**config.mk**
```make
export PLATFORM = sky130hd
export DESIGN_NAME = dram_bank_scheduler
export DESIGN_NICKNAME = d
export VERILOG_FILES = /design/src/rtl/dram_bank_scheduler.sv
export SDC_FILE = /design/constraint.sdc
export NUM_CORES = 1
export LEC_CHECK = 0
export ABC_AREA = 1
export CAP_MARGIN = 20
export CORE_AREA = 2 2 211 213
export CTS_BUF_LIST = sky130_fd_sc_hd__clkbuf_2 sky130_fd_sc_hd__clkbuf_4 sky130_fd_sc_hd__clkbuf_8
export DETAILED_ROUTE_END_ITERATION = 8
export DIE_AREA = 0 0 213 215
export PLACE_DENSITY = 0.51
export SETUP_SLACK_MARGIN = 0.02
export SLEW_MARGIN = 10
export SYNTH_ARGS = -nofsm -noshare
export SYNTH_HDL_FRONTEND = slang
export SYNTH_SLANG_ARGS = --single-unit
export TNS_END_PERCENT = 50
```
**constraint.sdc**
```tcl
create_clock -name clk -period 2.8 [get_ports clk]
set_input_delay 0.7 -clock clk [delete_from_list [all_inputs] [get_ports clk]]
set_output_delay 0.7 -clock clk [all_outputs]
set_load 0.005 [all_outputs]
```
**src/rtl/dram_bank_scheduler.sv**
```systemverilog
// Round-robin scheduler sharing one open-page DRAM bank among NUM_REQ requesters.
// Grant is combinational in IDLE; bank timing (precharge/activate/burst) is counted here.
module dram_bank_scheduler #(
  parameter int NUM_REQ    = 4,
  parameter int DATA_W     = 64,
  parameter int ADDR_W     = 10,
  parameter int ROW_WIDTH  = 512,
  parameter int BURST_LEN  = 4,
  parameter int PRE_CYCLES = 10,
  parameter int ACT_CYCLES = 20,
  localparam int COL_W     = $clog2(ROW_WIDTH / DATA_W)
) (
  input  logic                        clk,
  input  logic                        rst_n,
  input  logic [NUM_REQ-1:0]          req_valid,
  input  logic [NUM_REQ-1:0]          req_we,
  input  logic [NUM_REQ*ADDR_W-1:0]   req_row,
  input  logic [NUM_REQ*COL_W-1:0]    req_col,
  input  logic [NUM_REQ*DATA_W-1:0]   req_wdata,
  output logic [NUM_REQ-1:0]          req_ready,
  output logic [NUM_REQ-1:0]          wr_beat,
  output logic [NUM_REQ-1:0]          rsp_valid,
  output logic [DATA_W-1:0]           rsp_data,
  output logic                        dram_pre,
  output logic                        dram_act,
  output logic [ADDR_W-1:0]           dram_row,
  output logic                        dram_rd,
  output logic                        dram_wr,
  output logic [COL_W-1:0]            dram_col,
  output logic [DATA_W-1:0]           dram_wdata,
  input  logic [DATA_W-1:0]           dram_rdata,
  output logic                        busy,
  output logic                        open_valid,
  output logic [ADDR_W-1:0]           open_row
);

  localparam int GNT_W   = (NUM_REQ > 1) ? $clog2(NUM_REQ) : 1;
  localparam int CNT_MAX = (ACT_CYCLES > PRE_CYCLES) ?
                           ((ACT_CYCLES > BURST_LEN) ? ACT_CYCLES : BURST_LEN) :
                           ((PRE_CYCLES > BURST_LEN) ? PRE_CYCLES : BURST_LEN);
  localparam int CNT_W   = (CNT_MAX > 1) ? $clog2(CNT_MAX) : 1;

  typedef enum logic [1:0] {IDLE, PRE, ACT, BURST} state_t;

  state_t             state;
  logic [CNT_W-1:0]   cnt;
  logic [GNT_W-1:0]   rr_ptr;
  logic [GNT_W-1:0]   gnt_q;
  logic               we_q;
  logic [ADDR_W-1:0]  row_q;
  logic [COL_W-1:0]   col_q;
  logic               rd_pend;

  logic               gnt_found;
  logic [GNT_W-1:0]   gnt_idx;
  logic [ADDR_W-1:0]  gnt_row;
  logic [NUM_REQ-1:0] arb_oh;
  logic [NUM_REQ-1:0] gnt_oh;

  // Search upward from rr_ptr with wrap-around; first pending requester wins.
  always_comb begin
    int j;
    gnt_found = 1'b0;
    gnt_idx   = '0;
    j         = 0;
    for (int i = 0; i < NUM_REQ; i++) begin
      j = int'(rr_ptr) + i;
      if (j >= NUM_REQ) j = j - NUM_REQ;
      if (!gnt_found && req_valid[j]) begin
        gnt_found = 1'b1;
        gnt_idx   = GNT_W'(j);
      end
    end
  end

  assign gnt_row = req_row[gnt_idx*ADDR_W +: ADDR_W];
  assign arb_oh  = NUM_REQ'(1) << gnt_idx;
  assign gnt_oh  = NUM_REQ'(1) << gnt_q;

  always_ff @(posedge clk or negedge rst_n) begin
    if (!rst_n) begin
      state      <= IDLE;
      cnt        <= '0;
      rr_ptr     <= '0;
      gnt_q      <= '0;
      we_q       <= 1'b0;
      row_q      <= '0;
      col_q      <= '0;
      rd_pend    <= 1'b0;
      open_valid <= 1'b0;
      open_row   <= '0;
    end else begin
      rd_pend <= (state == BURST) && !we_q;
      case (state)
        IDLE: begin
          if (gnt_found) begin
            gnt_q  <= gnt_idx;
            we_q   <= req_we[gnt_idx];
            row_q  <= gnt_row;
            col_q  <= req_col[gnt_idx*COL_W +: COL_W];
            rr_ptr <= (int'(gnt_idx) == NUM_REQ - 1) ? '0 : gnt_idx + 1'b1;
            cnt    <= '0;
            if (open_valid && open_row == gnt_row) state <= BURST;
            else if (open_valid)                   state <= PRE;
            else                                   state <= ACT;
          end
        end
        PRE: begin
          if (cnt == CNT_W'(PRE_CYCLES - 1)) begin
            cnt        <= '0;
            open_valid <= 1'b0;
            state      <= ACT;
          end else begin
            cnt <= cnt + 1'b1;
          end
        end
        ACT: begin
          if (cnt == CNT_W'(ACT_CYCLES - 1)) begin
            cnt        <= '0;
            open_valid <= 1'b1;
            open_row   <= row_q;
            state      <= BURST;
          end else begin
            cnt <= cnt + 1'b1;
          end
        end
        BURST: begin
          if (cnt == CNT_W'(BURST_LEN - 1)) begin
            cnt   <= '0;
            state <= IDLE;
          end else begin
            cnt <= cnt + 1'b1;
          end
        end
        default: state <= IDLE;
      endcase
    end
  end

  assign busy      = (state != IDLE);
  assign req_ready = (state == IDLE && gnt_found) ? arb_oh : '0;
  assign dram_pre  = (state == PRE) && (cnt == '0);
  assign dram_act  = (state == ACT) && (cnt == '0);
  assign dram_row  = dram_act ? row_q : '0;
  assign dram_rd   = (state == BURST) && !we_q;
  assign dram_wr   = (state == BURST) && we_q;
  // Column wraps within the row: the add simply overflows COL_W bits.
  assign dram_col   = (state == BURST) ? col_q + COL_W'(cnt) : '0;
  assign dram_wdata = dram_wr ? req_wdata[gnt_q*DATA_W +: DATA_W] : '0;
  assign wr_beat    = dram_wr ? gnt_oh : '0;
  assign rsp_valid  = rd_pend ? gnt_oh : '0;
  assign rsp_data   = rd_pend ? dram_rdata : '0;

endmodule

```
==> Word level (Yosys, flattened, before mapping) <==
Cells that the tools add are included.
{ "word_totals": {"ff_bits": 37, "inputBits": 382, "output_inout_bits": 169, "elab_cells": 118} }
{ "op_classes": {"n_addsub": 10, "multipliers": 2, "order_cmp": 9, "eq_ne": 12, "shift": 5, "mux": 49, "n_reduce_logical": 21} }
{ "op_table": {"columns": ["operator", "n"], "rows": [
  ["$shiftx 256x9->64", 1],
  ["$lt 32x4->1 const B", 4],
  ["$mux 32", 4],
  ["$mux 64", 2],
  ["$shiftx 40x7->10", 1],
  ["$mux 2", 11],
  ["$mux 5", 4],
  ["$pmux 5 s4", 1],
  ["$mux 1", 15],
  ["$mux 4", 3],
  ["$shiftx 12x5->3", 1],
  ["$sub 3x3->4 const B", 3],
  ["$bmux 1 s2", 5],
  ["$eq 10x10->1", 1],
  ["$mux 10", 1],
  ["$ge 3x3->1 const B", 3],
  ["$logic_and 1x1->1", 9],
  ["$ne 2x2->1 const B", 4],
  ["$pmux 2 s4", 1],
  ["$shl 1x2->4 const A", 2],
  ["$add 2x2->3 const B", 2],
  ["$add 5x1->5 const B", 1],
  ["$eq 5x2->1 const B", 1],
  ["$eq 5x4->1 const B", 1],
  ["20 further kinds", 27]
]} }

==> Longest topological paths before layout <==
Gate-level depths: netlist of the first run.
{ "logic_depth": {"ltp_word": 22, "ltp_mapped": 23, "depth_no_buf": 21} }

==> Least setup slack after synthesis of the first run <==
OpenSTA, ideal clock, no wires.
{ "synth_path": {"kind": "in2out", "startpoint": "in req_valid[3]", "endpoint": "out req_ready[0]", "t_arrival_ps": 1942, "required_time_ps": 2100, "slack_ps": 158, "stages": 12, "n_path_buf": 2, "path_cell_list": "inv_1 > nand2_2 > nand3_2 > nand2_2 > nor2_4 > nand3_2 > nand3_4 > buf_4 > buf_2 > ha_1 > inv_1 > nor2_1"} }
{ "synth_via": {"elab_chain_len": 15, "word_cells_on_any_way": 29, "classes_between": "1 x shift; 21 x mux; 7 x reduce/logical"} }
{ "synth_lines": {"columns": ["item", "line", "text"], "rows": [
  ["from (decl)", "15", "input logic [NUM_REQ-1:0] req_valid,"],
  ["$bmux 1 s2", "69", "if (!gnt_found && req_valid[j]) begin"],
  ["$mux 1 (implied by the code) (2 in series)", "69", null],
  ["$mux 1", "69", null],
  ["$logic_not 1->1", "69", null],
  ["$logic_and 1x1->1", "69", null],
  ["$mux 1", "69", null],
  ["$logic_not 1->1", "69", null],
  ["$logic_and 1x1->1", "69", null],
  ["$mux 1", "69", null],
  ["$logic_not 1->1", "69", null],
  ["$logic_and 1x1->1", "69", null],
  ["$mux 2 or $mux 1 (tied branches)", "69", null],
  ["$shl 1x2->4 or $logic_and 1x1->1 (tied branches)", "77, 141", null],
  ["$mux 4 *", "141", "assign req_ready = (state == IDLE && gnt_found) ? arb_oh : '0;"],
  ["to (decl)", "20", "output logic [NUM_REQ-1:0] req_ready,"]
]} }
Mark *: on every way between the ends. The rest lies on a longest branch, timed or not. The select of a mux whose other input is x is not followed.

==> Final worst setup path of the first run <==
{ "layout_path": {"startpoint": "in req_valid[2]", "endpoint": "out req_ready[3]"} }
The elaborated chain is that of the path after synthesis.

==> flow_summary.toml, run 1 <==
[global_routing]
grt_pass1_vias = 8610
antenna_found_initial = 18
grt_use_total_pct = 16.8
grt_first_pass_wirelength_um = 57200
grt_overflow_total = 0
grt_max_degree = 53

[timing]
relSlewSlack_pct = 52.7
fin_hold_ws_ps = 435
setup_viol = 2
finalSetupTns_ps = -6.79
period_needed_ps = 2810
finalCritPeriodShare_pct = 100
max_clock_freq_mhz = 356
finalHoldViolations = 0
fin_worst_skew_ps = 9.23
slew_violations = 0
setup_ws_ps = -6.43
worst_slew_pin_slew_ps = 710
grt_setup_unrepaired = "yes"

[floorplanning]
core-area_um2 = 43600
dieArea_um2 = 45800
io_pins = 551
initial_utilization_pct = 12.2
placementRows = 77
die_w_um = 213
die_h_um = 215

[setup_path]
path_max_fanout = 4
cp.required_ps = 2100
cp.arrival_ps = 2110
crit_path_start_kind = "input pin"
worst-path-buf-inv = 6
crit_family = "buffers and inverters"
crit_path_cell_trace = "clkdlybuf4s15_1 > inv_2 > nand2_4 > nand3_2 > nand2_2 > nor2_4 > buf_6 > nand3_4 > nand3_4 > inv_4 > ha_4 > inv_2 > nor2_2 > buf_2"
endpoint_kind = "output pin"
cp_slowest_stage_delay_ps = 190
slowest_stage = "clkdlybuf4s15_1"
ff2ff_setup_slack_ps = 200
critPathKind = "input pin to output pin"

[logic_synthesis]
synth.top_cell.area_share_pct = 17.3
synth_area_leaders = "dfrtp_1 17%, nand3_1 17%, nand2_1 15%"
syn_area_per_cell_um2 = 5.79
syn_area_um2 = 5350
ys.flop_type = "dfrtp_1"
yosysWarnings = 0
netlist_instances = 923
seq_area_frac_synth_pct = 17.3
synth-edff-count = 0
synth-seq-cells = 37
synth.distinct_cells = 35
yosysMostFrequentCell = "nand2_1"
synth_fp_nets = 1318
synthTopCellsByCount = "215 x nand2_1, 184 x nand3_1, 137 x inv_1"
synth_largest_area_cell = "dfrtp_1"
async_reset_ff_share_pct = 100

[clock_tree]
clock_sinks = 37
clock-root-buffer = "clkbuf_8"
clock_path_buffers = 2
cts_buffers = 5
insertion_delay_ps = 310
cts_tree = "done"
clk_pin_slew_worst_paths_ps = 80
h-tree-depth = 2

[final_layout]
fin_area_um2 = 12600
fin_nets = 1906
areaGrowthSynthToFinish_pct = 135
fin_cells = 2107
layout-drive-gt1-share_pct = 15.4

[routing]
avgViaCountPerCell = 4.18
drc = 0
drt-initial-drc-count = 560
vias = 8799
ant_nets = 0
finalWirelength_um = 41600
wl_per_cell_um = 19.7
firstDrtPassIters = 5

[run_status]
violations = "negative setup slack"
status = "complete, but fails checks"

[place]
dp.cells = 2066
gp_congestion = 0.916
place_area_um2 = 12000
pre_cts_slack_ps = -628
io_buffers = 550
post-dp-hpwl_um = 34000

[power]
peakVddDrop_mv = 0.512
p_leak_nw = 6.03
power_density_nw_per_um2 = 859

[run]
maxCapViolations = 0

[worst_hold_path]
worstHoldPathType = "input pin to asynchronous set/reset pin"
-- timing repair --
item                                    4_1_cts  5_1_grt
gates cloned                                  1        3
resized for setup                           128      106
buffers inserted                              8       21
hold buffers                                  0        0
pin swaps                                    16       30
endpoints found under the setup margin       98       27
-- state kept, by name, indices dropped and copies added (netlist names) --
signal,cells
cnt,5
col_q,3
gnt_q,2
open_row,10
open_valid,1
rd_pend,1
row_q,10
rr_ptr,2
state,2
we_q,1
-- placed cells by master, fill, tap and decap left out, types with 11 or more instances in the layout --
cell | Yosys | routed
inv_2 | 3 | 11
buf_4 | 3 | 78
a31oi_1 | 65 | 62
clkbuf_2 | 0 | 11
clkdlybuf4s50_1 | 0 | 456
buf_6 | 6 | 15
dfrtp_1 | 37 | 33
nand3_1 | 184 | 179
dlymetal6s2s_1 | 0 | 19
nand2_2 | 10 | 24
nand2_1 | 215 | 198
nor2_1 | 47 | 35
buf_12 | 1 | 15
a22oi_1 | 64 | 61
inv_1 | 137 | 126
dlygate4sd2_1 | 0 | 46
o21ai_0 | 29 | 28
-- per-stage QoR --
| stage | total power (W) | utilization [%] |
|---|---|---|
| 2_1_floorplan | 0.00541 | - |
| 3_3_place_gp | 0.00936 | 27.4 |
| 3_5_place_dp | 0.00940 | 27.4 |
| 4_1_cts | 0.0102 | 27.9 |
| 5_1_grt | 0.0118 | 28.8 |
| 6_report | 0.0108 | 28.8 |
-- report_power, final --
group | switching (W) | total, W | internal [W]
Combinational | 0.00516 | 0.00935 | 0.00420
Sequential | 0.000221 | 0.000956 | 0.000735
Clock | 0.000213 | 0.000490 | 0.000277
-- layer usage --
layer / up-vias / routed length [um] / GRT usage [%]
met5: - / 159 / 0
met4: 22 / 754 / 3.40
met3: 50 / 3290 / 4.50
met2: 337 / 20400 / 30.3
met1: 4134 / 17000 / 19.7
li1: 4256 / - / -
-- cell families (layout without fill, tap and decap cells) --
family | after synthesis | after routing | synth area share [%]
and+or+nand+nor | 480 | 480 | 41.1
buffers and inverters | 217 | 806 | 16.7
AOI/OAI and AO/OA | 172 | 172 | 21.1
DFF | 37 | 37 | 17.3
adders and majority gates | 13 | 13 | 3.18
xor gates and xnor gates | 4 | 4 | 0.656
other | 0 | 3 | 0
-- final timing paths --
path,from,cells after the start,endpoint
setup / recovery,req_valid[2],14,req_ready[3]
hold / removal,rst_n,1,col_q[0]
setup reg to reg,rr_ptr[0],23,state[1]
hold reg to reg,row_q[6],2,open_row[6]
max in group asynchronous,rst_n,2,rr_ptr[0]
min in group clk,row_q[6],2,open_row[6]
-- cell type report --
| class | count | area (um2) |
|---|---|---|
| fillers | 4766 | 31100 |
| repair buffers | 656 | 6490 |
| multi-input cells | 669 | 3740 |
| flip-flops and latches | 37 | 936 |
| well taps | 592 | 741 |
| inverters | 142 | 548 |
| clock buffers | 6 | 76.3 |
| clock inverters | 2 | 38.8 |
| diodes | 3 | 7.51 |
(Power assumes the default switching activity.)
==> inputs of run 2 (changes only) <==
--- a/config.mk
+++ b/config.mk
@@ -13,7 +13,7 @@
 export DIE_AREA = 0 0 213 215
 export PLACE_DENSITY = 0.51
 export SETUP_SLACK_MARGIN = 0.02
-export SLEW_MARGIN = 10
+export SLEW_MARGIN = 15
 export SYNTH_ARGS = -nofsm -noshare
 export SYNTH_HDL_FRONTEND = slang
 export SYNTH_SLANG_ARGS = --single-unit
==> results of run 2 <==
Same layout as run 1: the final DEF is identical, and so are final timing and power.
